### src/rtl/fetch_stage.sv
// -----------------------------------------------------------------------------
// fetch_stage
//   Instruction fetch stage. Issues one instruction-memory request at a time
//   from the current PC, writes the returned word into the IF/ID pipeline
//   register, and parks a word in a one-entry hold buffer when decode is
//   stalled in the same cycle that the word returns. A flush discards in-flight
//   work. A sticky flag reports a fetch that has waited TIMEOUT cycles.
//
// Parameters
//   NOP_INSTR     instruction word loaded into IF/ID on reset and on flush
//   TIMEOUT       wait-cycle limit (1..65535) that raises fetch_timeout
//
// Ports
//   clk           clock; all state changes on its rising edge
//   reset         asynchronous active-high reset
//   pc_current    current PC
//   pc_enable     load strobe for the program counter (combinational)
//   pc_plus4      pc_current + 4, wrapping modulo 2^32 (combinational)
//   imem_req      instruction-memory request (high in FETCH)
//   imem_addr     fetch address, always equal to pc_current
//   imem_ready    memory accepts the request and returns data this cycle
//   imem_rdata    instruction word, valid when imem_req && imem_ready
//   stall         decode cannot accept; IF/ID holds
//   flush         taken branch; discard in-flight work, reload the PC
//   ifid_*        IF/ID pipeline register (valid, instr, pc, pc_plus4)
//   fetch_timeout sticky error flag, cleared only by reset
// -----------------------------------------------------------------------------
module fetch_stage #(
  parameter logic [31:0] NOP_INSTR = 32'hE1A00000,
  parameter int unsigned TIMEOUT   = 255
) (
  input  logic        clk,
  input  logic        reset,
  input  logic [31:0] pc_current,
  output logic        pc_enable,
  output logic [31:0] pc_plus4,
  output logic        imem_req,
  output logic [31:0] imem_addr,
  input  logic        imem_ready,
  input  logic [31:0] imem_rdata,
  input  logic        stall,
  input  logic        flush,
  output logic        ifid_valid,
  output logic [31:0] ifid_instr,
  output logic [31:0] ifid_pc,
  output logic [31:0] ifid_pc_plus4,
  output logic        fetch_timeout
);

  localparam logic [15:0] TIMEOUT_W = 16'(TIMEOUT);

  typedef enum logic [0:0] {
    FETCH = 1'b0,
    HOLD  = 1'b1
  } state_t;

  state_t      state_r;
  state_t      state_next_s;
  logic        accept_s;
  logic        imem_req_s;
  logic [31:0] hold_instr_r;
  logic [31:0] hold_pc_r;
  logic [31:0] hold_pc_plus4_r;
  logic [15:0] wait_cnt_r;
  logic [15:0] wait_next_s;
  logic        timeout_r;

  assign pc_plus4      = pc_current + 32'd4;
  assign imem_addr     = pc_current;
  assign imem_req      = imem_req_s;
  assign pc_enable     = flush | accept_s;
  assign fetch_timeout = timeout_r;

  // Next-state logic, memory request and acceptance decode
  always_comb begin
    state_next_s = FETCH;
    imem_req_s   = 1'b0;
    accept_s     = 1'b0;
    case (state_r)
      FETCH: begin
        imem_req_s = 1'b1;
        accept_s   = imem_ready;
        if (flush) begin
          state_next_s = FETCH;
        end else if (imem_ready && stall) begin
          state_next_s = HOLD;
        end else begin
          state_next_s = FETCH;
        end
      end
      HOLD: begin
        if (flush) begin
          state_next_s = FETCH;
        end else if (stall) begin
          state_next_s = HOLD;
        end else begin
          state_next_s = FETCH;
        end
      end
      default: begin
        state_next_s = FETCH;
      end
    endcase
  end

  // Wait counter next value: cleared whenever no fetch is outstanding,
  // saturating so a very long wait cannot wrap back below TIMEOUT
  always_comb begin
    wait_next_s = wait_cnt_r;
    if (flush || (state_r == HOLD) || accept_s) begin
      wait_next_s = 16'd0;
    end else if (wait_cnt_r != 16'hFFFF) begin
      wait_next_s = wait_cnt_r + 16'd1;
    end else begin
      wait_next_s = wait_cnt_r;
    end
  end

  // State register, IF/ID register and hold buffer
  always_ff @(posedge clk or posedge reset) begin
    if (reset) begin
      state_r         <= FETCH;
      ifid_valid      <= 1'b0;
      ifid_instr      <= NOP_INSTR;
      ifid_pc         <= 32'd0;
      ifid_pc_plus4   <= 32'd0;
      hold_instr_r    <= 32'd0;
      hold_pc_r       <= 32'd0;
      hold_pc_plus4_r <= 32'd0;
    end else begin
      state_r <= state_next_s;
      if (flush) begin
        ifid_valid      <= 1'b0;
        ifid_instr      <= NOP_INSTR;
        ifid_pc         <= 32'd0;
        ifid_pc_plus4   <= 32'd0;
        hold_instr_r    <= 32'd0;
        hold_pc_r       <= 32'd0;
        hold_pc_plus4_r <= 32'd0;
      end else if (state_r == FETCH) begin
        if (imem_ready && !stall) begin
          ifid_valid    <= 1'b1;
          ifid_instr    <= imem_rdata;
          ifid_pc       <= pc_current;
          ifid_pc_plus4 <= pc_plus4;
        end else if (imem_ready) begin
          // Word returned while decode is stalled: park it until stall drops
          hold_instr_r    <= imem_rdata;
          hold_pc_r       <= pc_current;
          hold_pc_plus4_r <= pc_plus4;
        end else if (!stall) begin
          ifid_valid <= 1'b0;
        end
      end else if (!stall) begin
        ifid_valid    <= 1'b1;
        ifid_instr    <= hold_instr_r;
        ifid_pc       <= hold_pc_r;
        ifid_pc_plus4 <= hold_pc_plus4_r;
      end
    end
  end

  // Wait counter and sticky timeout flag
  always_ff @(posedge clk or posedge reset) begin
    if (reset) begin
      wait_cnt_r <= 16'd0;
      timeout_r  <= 1'b0;
    end else begin
      wait_cnt_r <= wait_next_s;
      if (wait_next_s == TIMEOUT_W) begin
        timeout_r <= 1'b1;
      end
    end
  end

endmodule

### config.mk
export PLATFORM = sky130hd
export DESIGN_NAME = fetch_stage
export DESIGN_NICKNAME = d
export VERILOG_FILES = /design/src/rtl/fetch_stage.sv
export SDC_FILE = /design/constraint.sdc
export NUM_CORES = 1
export LEC_CHECK = 0
export ABC_AREA = 1
export CAP_MARGIN = 20
export CORE_ASPECT_RATIO = 1.5
export CORE_UTILIZATION = 51
export DETAILED_ROUTE_END_ITERATION = 7
export HOLD_SLACK_MARGIN = 0.03
export PLACE_DENSITY = 0.81
export SETUP_SLACK_MARGIN = 0.5
export SYNTH_ARGS = -nofsm -noshare
export SYNTH_HDL_FRONTEND = slang
export SYNTH_SLANG_ARGS = --single-unit
### constraint.sdc
create_clock -name clk -period 7.3 [get_ports clk]
set_input_delay 0.73 -clock clk [delete_from_list [all_inputs] [get_ports clk]]
set_output_delay 0.73 -clock clk [all_outputs]
set_load 0.02 [all_outputs]
==> metrics.md, run 1 <==
| Metric | Value |
|---|---|
| FF-to-FF Start | `state_r` |
| Crit end category | `output pin` |
| RD Place Congestion | `0.934` |
| Via-per-instance ratio | `5.49` |
| HPWL after DPL | `19.6 mm` |
| Slowest stage cell on the critical path | `clkdlybuf4s50_1` |
| CORE AREA | `19300 um^2` |
| Most numerous cell in the Yosys netlist | `nand2_1` |
| Syn nets | `1278` |
| GR Overflow Total | `0` |
| Routed Antenna Nets | `0` |
| Flop-to-flop setup slack | `3810 ps` |
| Sequential power share | `0.441` |
| Max Fclk | `0.245 GHz` |
| Post-Place Cells | `1611` |
| Port Buf Inserts | `232` |
| Setup TNS | `0 ps` |
| Post-synthesis cell count | `1207` |
| Post-Syn Area | `10100 um^2` |
| Io pins | `233` |
| RSZ-0062 raised after global routing | `no` |
| Sw Pwr | `0.830 mW` |
| Post-CTS Setup Bufs | `0` |
| Synth Register Bits | `207` |
| Final Power | `2.90 mW` |
| Hold slack | `470 ps` |
| Setup WS pre-CTS | `3100 ps` |
| Combinational fraction of design power | `0.189` |
| Main synth FF type | `dfrtp_1` |
| Leak pwr | `6.12 nW` |
| Setup Crit Path Kind | `in -> out` |
| Max Cap Viol | `0` |
| Worst Skew | `12.3 ps` |
| Mean Syn Cell Area | `8.39 um^2` |
| Worst path cell trace | `clkdlybuf4s50_1, ha_1, nand2_1, inv_2, nand2_2, nor2_4, nand2_2, nor2_1, nand3_1, xor2_1, inv_1, clkdlybuf4s50_1` |
| Largest net degree at the start of global routing | `136` |
| Status | `completed` |
| Reg clk slew, reported paths | `60 ps` |
| Global Route Usage Sum | `0.295` |
| HP Class | `reg -> reg` |
| Filler Cell Count | `1563` |
| FF+latch area | `5190 um^2` |
| Async set or reset register ratio after synthesis | `1.00` |
| Ratio of cells with drive above 1 in the final layout | `0.0597` |
| Antenna violations before repair | `1` |
| Netlist cell types | `37` |
| Crit-path leading delay family | `buffers and inverters` |
| Vias post-DR | `9046` |
| Synth area leaders | `dfrtp_1 (50%), nand2_1 (13%), o21ai_0 (7.6%), inv_1 (4.5%), a22o_1 (3.2%)` |
| Core Rows | `62` |
| Worst setup SP type | `input port` |
| Final Max Tran Viols | `0` |
| Clock sinks | `207` |
| Worst vdd ir | `0.142 mV` |
| WL/cell | `17.9 um` |
| First-pass GRT wire length | `46.3 mm` |
| WHS Path Cells | `2` |
| Worst Hold End | `fetch_timeout` |
| Footprint of the multi-input gates | `3950 um^2` |
| Area Overhead vs Synth | `28.5%` |
| TritonCTS buffer count | `20` |
| Power Dens Cells | `223 nW/um^2` |
| Area after DPL | `12300 um^2` |
| Final core occ | `0.674` |
| Final Setup Violations | `0` |
| Worst slew pin tran | `1100 ps` |
| CP Max Fanout | `6` |
| First-iteration detailed-routing DRC count | `691` |
| CTS tree | `done` |
| Sequential-to-total area share from yosys stat | `0.512` |
| CP arrival | `3350 ps` |
| Hold Fails Final Rpt | `0` |
| Synth cell count leaders | `nand2_1 (340), dfrtp_1 (201), o21ai_0 (153)` |
| Rel. slew slack | `0.265` |
| Post-layout min period | `4080 ps` |
| Final Routed Wirelength | `29.4 mm` |
| Longest Clk Path Bufs | `3` |
| CTS resizes | `0` |
| Die area | `20400 um^2` |
| HP Start | `fetch_timeout` |
| YS warnings | `0` |
| Internal power | `2.07 mW` |
| Critical R2R Capture | `ifid_pc_plus4[10]` |
| Req. time, crit path | `6570 ps` |
| Post-synth EDFFs | `0` |
| Vias in the first global route | `8795` |
| Final cell area excluding filler cells | `13000 um^2` |
| Worst skew pair latency | `500 ps` |
| DRC viols | `0` |
| Die Width | `117 um` |
| Hold bufs inserted after CTS | `0` |
| Finished Layout Cells | `1648` |
| Nets@finish | `1448` |
| Die Y | `175 um` |
| Worst Slack Setup Final | `3220 ps` |
| Power share of the clock group | `0.370` |
| Initial Utilization | `0.525` |
| Top cell type's share of synthesized area | `0.496` |
| CP bufs+invs | `4` |
| Clock tree root driver cell | `clkbuf_16` |
| Period utilization | `0.558` |
| CTS H-tree depth | `1` |
| CP peak stage delay | `680 ps` |
| FF-to-FF path depth | `9` |
| DRT Pass-1 Iters | `6` |
| Sw frac | `0.286` |
| Synth area leader | `dfrtp_1` |
| Crit path from | `pc_current[3]` |
layer usage:
| metal | vias to the layer above | wire [um] | track usage |
|---|---|---|---|
| met5 | - | 0 | 0 |
| li1 | 4200 | - | - |
| met4 | 0 | 1020 | 0.114 |
| met1 | 4377 | 11300 | 0.365 |
| met3 | 65 | 1910 | 0.0441 |
| met2 | 404 | 15200 | 0.513 |
layout make-up:
class | count | share of cell area
flip-flops and latches | 207 | 0.399
well taps | 256 | 0.0246
multi-input cells | 781 | 0.304
repair buffers | 239 | 0.183
inverters | 128 | 0.0375
clock buffers | 26 | 0.0433
clock inverters | 10 | 0.00855
diodes | 1 | 0.000192
power by group through the flow:
| stage | clock, mW | combinational (mW) | sequential [mW] |
|---|---|---|---|
| final | 1.07 | 0.548 | 1.28 |
| after detailed placement | 0 | 0.547 | 1.30 |
| after CTS | 1.08 | 0.550 | 1.28 |
| after floorplan | 0 | 0.223 | 1.36 |
| after global placement | 0 | 0.537 | 1.30 |
| after global routing | 1.13 | 0.589 | 1.29 |
worst max path at each step:
stage                        endpoint  slack (ps)  cells after the start
floorplan               fetch_timeout         930                      1
global placement    ifid_pc_plus4[15]        3240                     10
detailed placement  ifid_pc_plus4[10]        3100                     10
CTS                      pc_plus4[18]        3240                     12
global route             pc_plus4[18]        3070                     12
finish                   pc_plus4[18]        3220                     12
registers in the layout (all words and copies together) (netlist names):
name / cells
ifid_instr: 32
hold_pc_plus4_r: 30
ifid_pc_plus4: 30
ifid_valid: 1
hold_pc_r: 32
wait_cnt_r: 16
ifid_pc: 32
state_r: 1
hold_instr_r: 32
fetch_timeout: 1
cells in the final DEF (no fill, tap or decap), types with 5 or more instances in the layout:
| cell | count |
|---|---|
| clkdlybuf4s50_1 | 232 |
| nand2_1 | 340 |
| a22o_1 | 37 |
| o21ai_0 | 153 |
| a21oi_1 | 22 |
| nor2_1 | 70 |
| inv_2 | 6 |
| xor2_1 | 14 |
| dfstp_2 | 6 |
| clkbuf_16 | 21 |
| mux2i_1 | 27 |
| nand2_2 | 6 |
| buf_4 | 6 |
| nand3_1 | 37 |
| inv_1 | 121 |
| dfrtp_1 | 200 |
| nor2_4 | 5 |
| nor3_1 | 10 |
| o22ai_1 | 20 |
| nand4_1 | 8 |
| nand2_4 | 5 |
| a31oi_1 | 6 |
worst min-delay path: stages (launching register included):
cell and delay, ps:
dfrtp_1 350, inv_1 40, nand2_1 50
cells by family after synthesis:
kind of cell,share of synthesized area
buf+inv,0.0989
simple gates,0.206
xor+xnor,0.0169
fa+ha+maj,0.00247
mux,0.0267
compound gates,0.137
flops,0.512
Power figures use the tool's default switching activity.
==> inputs of run 2 (changes only) <==
==> constraint.sdc (replaced) <==
create_clock -name clk -period 4.03 [get_ports clk]
set_input_delay 0.403 -clock clk [delete_from_list [all_inputs] [get_ports clk]]
set_output_delay 0.403 -clock clk [all_outputs]
set_load 0.02 [all_outputs]
==> run 2 against run 1 <==
Against the previous run:
- non-clock buffer count increased by 4
- clock power increased by 89%
- register-to-register slack got worse by 2300 ps
- global-route usage about the same
- worst setup slack got worse by 2600 ps
- sequential cell count unchanged
- sequential power increased by 80%
- utilization increased by 0.62 points
- wire length decreased by 1.1%
- clock-buffer cell count unchanged
- critical path depth unchanged
- first-iteration DRC count decreased by 3.6%
- largest power group unchanged
==> metrics.md, run 2 (synthesis gave the netlist of run 1 again) <==
| Metric | Value |
|---|---|
| Io pins | `233` |
| Period utilization | `0.837` |
| Worst Slack Setup Final | `658 ps` |
| Final Routed Wirelength | `29.1 mm` |
| HP Class | `in -> reg` |
| Setup WS pre-CTS | `708 ps` |
| Commonest non-fill, non-tap cell in the layout | `nand2_1` |
| Worst slew pin tran | `1010 ps` |
| Die Y | `175 um` |
| Die area | `20400 um^2` |
| TritonCTS buffer count | `21` |
| Post-Place Cells | `1615` |
| Grt met2 use | `0.503` |
| Clock tree root driver cell | `clkbuf_16` |
| RSZ-0062 raised after global routing | `no` |
| Ratio of cells with drive above 1 in the final layout | `0.0638` |
| Routed Antenna Nets | `0` |
| Hold Fails Final Rpt | `0` |
| Filler Cell Count | `1538` |
| Setup Crit Path Kind | `in -> out` |
| FF-to-FF path depth | `7` |
| Max Fclk | `0.297 GHz` |
| Worst setup SP type | `input port` |
| Power Dens Cells | `406 nW/um^2` |
| Final Power | `5.34 mW` |
| WL/cell | `17.6 um` |
| Setup TNS | `0 ps` |
| Final cell area excluding filler cells | `13100 um^2` |
| Final Setup Violations | `0` |
| Critical R2R Capture | `ifid_instr[29]` |
| CP Max Fanout | `5` |
| Post-layout min period | `3370 ps` |
| CP arrival | `2970 ps` |
| Clock sinks | `207` |
| Hold slack | `362 ps` |
| Initial Utilization | `0.525` |
| Worst Hold End | `hold_pc_r[3]` |
| CTS H-tree depth | `1` |
| DRT Pass-1 Iters | `5` |
| Area after DPL | `12400 um^2` |
| CTS tree | `done` |
| Vias in the first global route | `9077` |
| Longest Clk Path Bufs | `3` |
| Global Route Usage Sum | `0.295` |
| FF-to-FF Start | `state_r` |
| Crit end category | `output pin` |
| Worst Skew | `10.0 ps` |
| Hold bufs inserted after CTS | `0` |
| HPWL after DPL | `20.0 mm` |
| Final Max Tran Viols | `0` |
| Nets@finish | `1453` |
| Req. time, crit path | `3630 ps` |
| Ant. Diodes | `0` |
| HP Start | `pc_current[3]` |
| Rel. slew slack | `0.327` |
| Status | `completed` |
| Reg clk slew, reported paths | `60 ps` |
| Worst skew pair latency | `500 ps` |
| Commonest cells after routing, fill and taps aside | `nand2_1 (340), clkdlybuf4s50_1 (231), dfrtp_1 (200)` |
| Leak pwr | `6.19 nW` |
| Port Buf Inserts | `232` |
| Core Rows | `62` |
| GRT busiest layer | `met2` |
| GR Overflow Total | `0` |
| First-iteration detailed-routing DRC count | `666` |
| Met3 usage | `0.0628` |
| Antenna violations before repair | `1` |
| Die Width | `117 um` |
| Max Cap Viol | `0` |
| Final core occ | `0.680` |
| Largest net degree at the start of global routing | `90` |
| DRC viols | `0` |
| CORE AREA | `19300 um^2` |
| Footprint of the multi-input gates | `3960 um^2` |
| Flop-to-flop setup slack | `1480 ps` |
| Via-per-instance ratio | `5.46` |
| Vias post-DR | `9022` |
| First-pass GRT wire length | `46.3 mm` |
| Finished Layout Cells | `1651` |
| Worst vdd ir | `0.357 mV` |
| WHS Path Cells | `3` |
| FF+latch area | `5190 um^2` |
| RD Place Congestion | `0.921` |
| Area Overhead vs Synth | `29.6%` |
| Grt met1 use | `0.337` |
run 2: cell count changes in the layout (fill, tap and decap cells not counted), sizes merged:
cell / before / now
buf: 7 / 11
inv: 128 / 129
bufinv: 2 / 3
clkdlybuf4s50: 232 / 231
clkinvlp: 3 / 1
diode: 1 / 0
dlymetal6s2s: 0 / 1
run 2: area by class of cell:
| cell class | instances | share of cell area |
|---|---|---|
| flip-flops and latches | 207 | 0.395 |
| multi-input cells | 781 | 0.301 |
| repair buffers | 243 | 0.188 |
| clock buffers | 26 | 0.0437 |
| inverters | 128 | 0.0369 |
| well taps | 256 | 0.0244 |
| clock inverters | 10 | 0.0104 |
run 2: critical path, cell delays in order:
cell             delay (ps)
clkdlybuf4s50_1         620
ha_1                    240
nand2_1                 100
inv_2                   100
nand2_2                  80
nor2_4                  190
nand2_2                 120
nor2_1                  100
nand3_1                 140
xor2_2                  210
inv_1                    70
clkdlybuf4s50_1         590
run 2: how the worst max path moves through the flow:
stage / from / endpoint / slack [ps] / depth (start not counted)
CTS: pc_current[3] / pc_plus4[18] / 670 / 12
global route: pc_current[2] / pc_plus4[18] / 520 / 12
detailed placement: pc_current[3] / pc_plus4[18] / 710 / 12
floorplan: reset / fetch_timeout / 950 / 1
global placement: pc_current[3] / pc_plus4[18] / 750 / 12
finish: pc_current[2] / pc_plus4[18] / 660 / 12
run 2: timing repair:
item	4_1_cts	5_1_grt
buffers inserted	0	0
gates resized for setup	0	2
endpoints found under the setup margin	0	1
endpoints found under the hold margin	0	0
run 2: where the power goes:
part	switching, mW	leakage (nW)	internal, mW
Sequential	0.0870	2.75	2.23
Combinational	0.587	3.09	0.413
Clock	0.816	0.354	1.21
run 2: per-layer routing:
layer / wire length, um / vias up
met2: 14500 / 382
met1: 10700 / 4321
met3: 2120 / 107
li1: - / 4210
met4: 1810 / 2
met5: 13 / -
==> inputs of run 3 (changes only) <==
==> constraint.sdc (replaced) <==
create_clock -name clk -period 3.15 [get_ports clk]
set_input_delay 0.315 -clock clk [delete_from_list [all_inputs] [get_ports clk]]
set_output_delay 0.315 -clock clk [all_outputs]
set_load 0.02 [all_outputs]
==> run 3 against run 2 <==
Against the previous run:
- first-iteration DRC count decreased by 0.15%
- design area increased by 1.9%
- utilization increased by 1.3 points
- clock skew decreased by 2.0 ps
- via count about the same
- sequential share of layout area decreased by 0.74 points
- hold slack got worse by 95 ps
- critical path depth decreased by 1
- global-route usage increased by 0.83 points
- critical path type unchanged
- critical endpoint is now pc_plus4[17]
- largest cell class unchanged
- highest routed layer is now met4
==> metrics.md, run 3 (synthesis gave the netlist of run 1 again) <==
| Metric | Value |
|---|---|
| Slowest stage cell on the critical path | `clkdlybuf4s50_1` |
| RSZ-0062 raised after global routing | `yes` |
| HPWL after DPL | `20.7 mm` |
| Final Max Tran Viols | `0` |
| Power Dens Cells | `509 nW/um^2` |
| Die Y | `175 um` |
| First-pass GRT wire length | `47.3 mm` |
| Worst slew pin tran | `908 ps` |
| Max Fclk | `0.379 GHz` |
| Commonest non-fill, non-tap cell in the layout | `nand2_1` |
| Commonest cells after routing, fill and taps aside | `nand2_1 (339), clkdlybuf4s50_1 (202), dfrtp_1 (200)` |
| Worst setup SP type | `input port` |
| Die area | `20400 um^2` |
| Max Cap Viol | `0` |
| FF-to-FF Start | `state_r` |
| Setup WS pre-CTS | `148 ps` |
| Rel. slew slack | `0.395` |
| CTS tree | `done` |
| Worst skew pair latency | `510 ps` |
| CP Max Fanout | `8` |
| Routed Antenna Nets | `0` |
| Crit end category | `output pin` |
| Via-per-instance ratio | `5.35` |
| GR Overflow Total | `0` |
| Ratio of cells with drive above 1 in the final layout | `0.0959` |
| Hold bufs inserted after CTS | `0` |
| Initial Utilization | `0.525` |
| Setup TNS | `0 ps` |
| Finished Layout Cells | `1684` |
| Crit path from | `pc_current[3]` |
| Worst vdd ir | `0.387 mV` |
| First-iteration detailed-routing DRC count | `665` |
| Clock sinks | `207` |
| Period utilization | `0.837` |
| Post-layout min period | `2640 ps` |
| CP arrival | `2320 ps` |
| Filler Cell Count | `1494` |
| Core Rows | `62` |
| Area Overhead vs Synth | `32.1%` |
| Final Routed Wirelength | `30.0 mm` |
| TritonCTS buffer count | `21` |
| Worst Slack Setup Final | `514 ps` |
| WL/cell | `17.8 um` |
| Leak pwr | `6.40 nW` |
| Final Power | `6.81 mW` |
| DRT Pass-1 Iters | `6` |
| Die Width | `117 um` |
| CORE AREA | `19300 um^2` |
| Hold slack | `267 ps` |
| Worst Skew | `8.00 ps` |
| Global Route Usage Sum | `0.303` |
| Worst path cell trace | `clkdlybuf4s50_1, buf_4, nand3_4, nor2_4, nand2_4, nor2_4, nand2_4, nor2_8, xor2_2, inv_1, dlygate4sd2_1` |
| Antenna violations before repair | `0` |
| CP peak stage delay | `500 ps` |
| RD Place Congestion | `0.946` |
| Final Setup Violations | `0` |
| Largest net degree at the start of global routing | `79` |
| Io pins | `233` |
| Hold Fails Final Rpt | `0` |
| HP Class | `in -> async` |
| Post-Place Cells | `1642` |
| CTS H-tree depth | `1` |
| DRC viols | `0` |
| Status | `completed` |
| Setup Crit Path Kind | `in -> out` |
| Clock tree root driver cell | `clkbuf_16` |
| Vias in the first global route | `8979` |
| Vias post-DR | `9015` |
| Req. time, crit path | `2830 ps` |
| Nets@finish | `1485` |
| Reg clk slew, reported paths | `60 ps` |
| Ant. Diodes | `0` |
| Longest Clk Path Bufs | `3` |
| Port Buf Inserts | `232` |
## run 3: area by class of cell
| type | instances | area [um^2] | area share |
|---|---|---|---|
| multi-input cells | 781 | 4020 | 0.300 |
| repair buffers | 275 | 2660 | 0.199 |
| clock inverters | 5 | 60.1 | 0.00449 |
| well taps | 256 | 320 | 0.0239 |
| flip-flops and latches | 207 | 5190 | 0.388 |
| clock buffers | 32 | 647 | 0.0483 |
| inverters | 128 | 484 | 0.0362 |
## run 3: path summary, 6_finish.rpt
check                                    end  slack (ps)  cells past startpoint
hold / removal                ifid_instr[15]         270                      2
setup / recovery                pc_plus4[17]         510                     11
hold reg to reg                fetch_timeout         470                      2
min in group clk                hold_pc_r[7]         340                      3
setup reg to reg                 ifid_pc[11]         990                      3
max in group asynchronous  ifid_pc_plus4[18]        2040                      3
## run 3: critical path: cells and delay by family
kind,cells,cell delay [ps]
buffers and inverters,4,1050
and+or+nand+nor,6,710
xor gates and xnor gates,1,250
## run 3: power by group
group          internal (mW)  leakage [nW]  switching (mW)
combinational          0.537          3.31           0.765
sequential              2.85          2.75           0.109
clock                   1.50         0.347            1.05
## run 3: per-stage QoR
stage / utilization / area, um^2
2_1_floorplan: - / 10100
3_3_place_gp: 0.653 / 12600
3_5_place_dp: 0.653 / 12600
4_1_cts: 0.691 / 13300
5_1_grt: 0.693 / 13400
6_report: 0.693 / 13400
## run 3: routing by layer
layer | vias up | GRT usage | part of all wire
met2 | 360 | 0.507 | 0.50
met4 | 0 | 0.158 | 0.058
met5 | - | 0 | 0
met3 | 93 | 0.0597 | 0.067
met1 | 4293 | 0.367 | 0.38
li1 | 4269 | - | -
## run 3: timing repair
action,CTS,global route
setup buffers,2,3
setup endpoints to repair,23,20
pin swaps,2,3
gates resized for setup,35,26
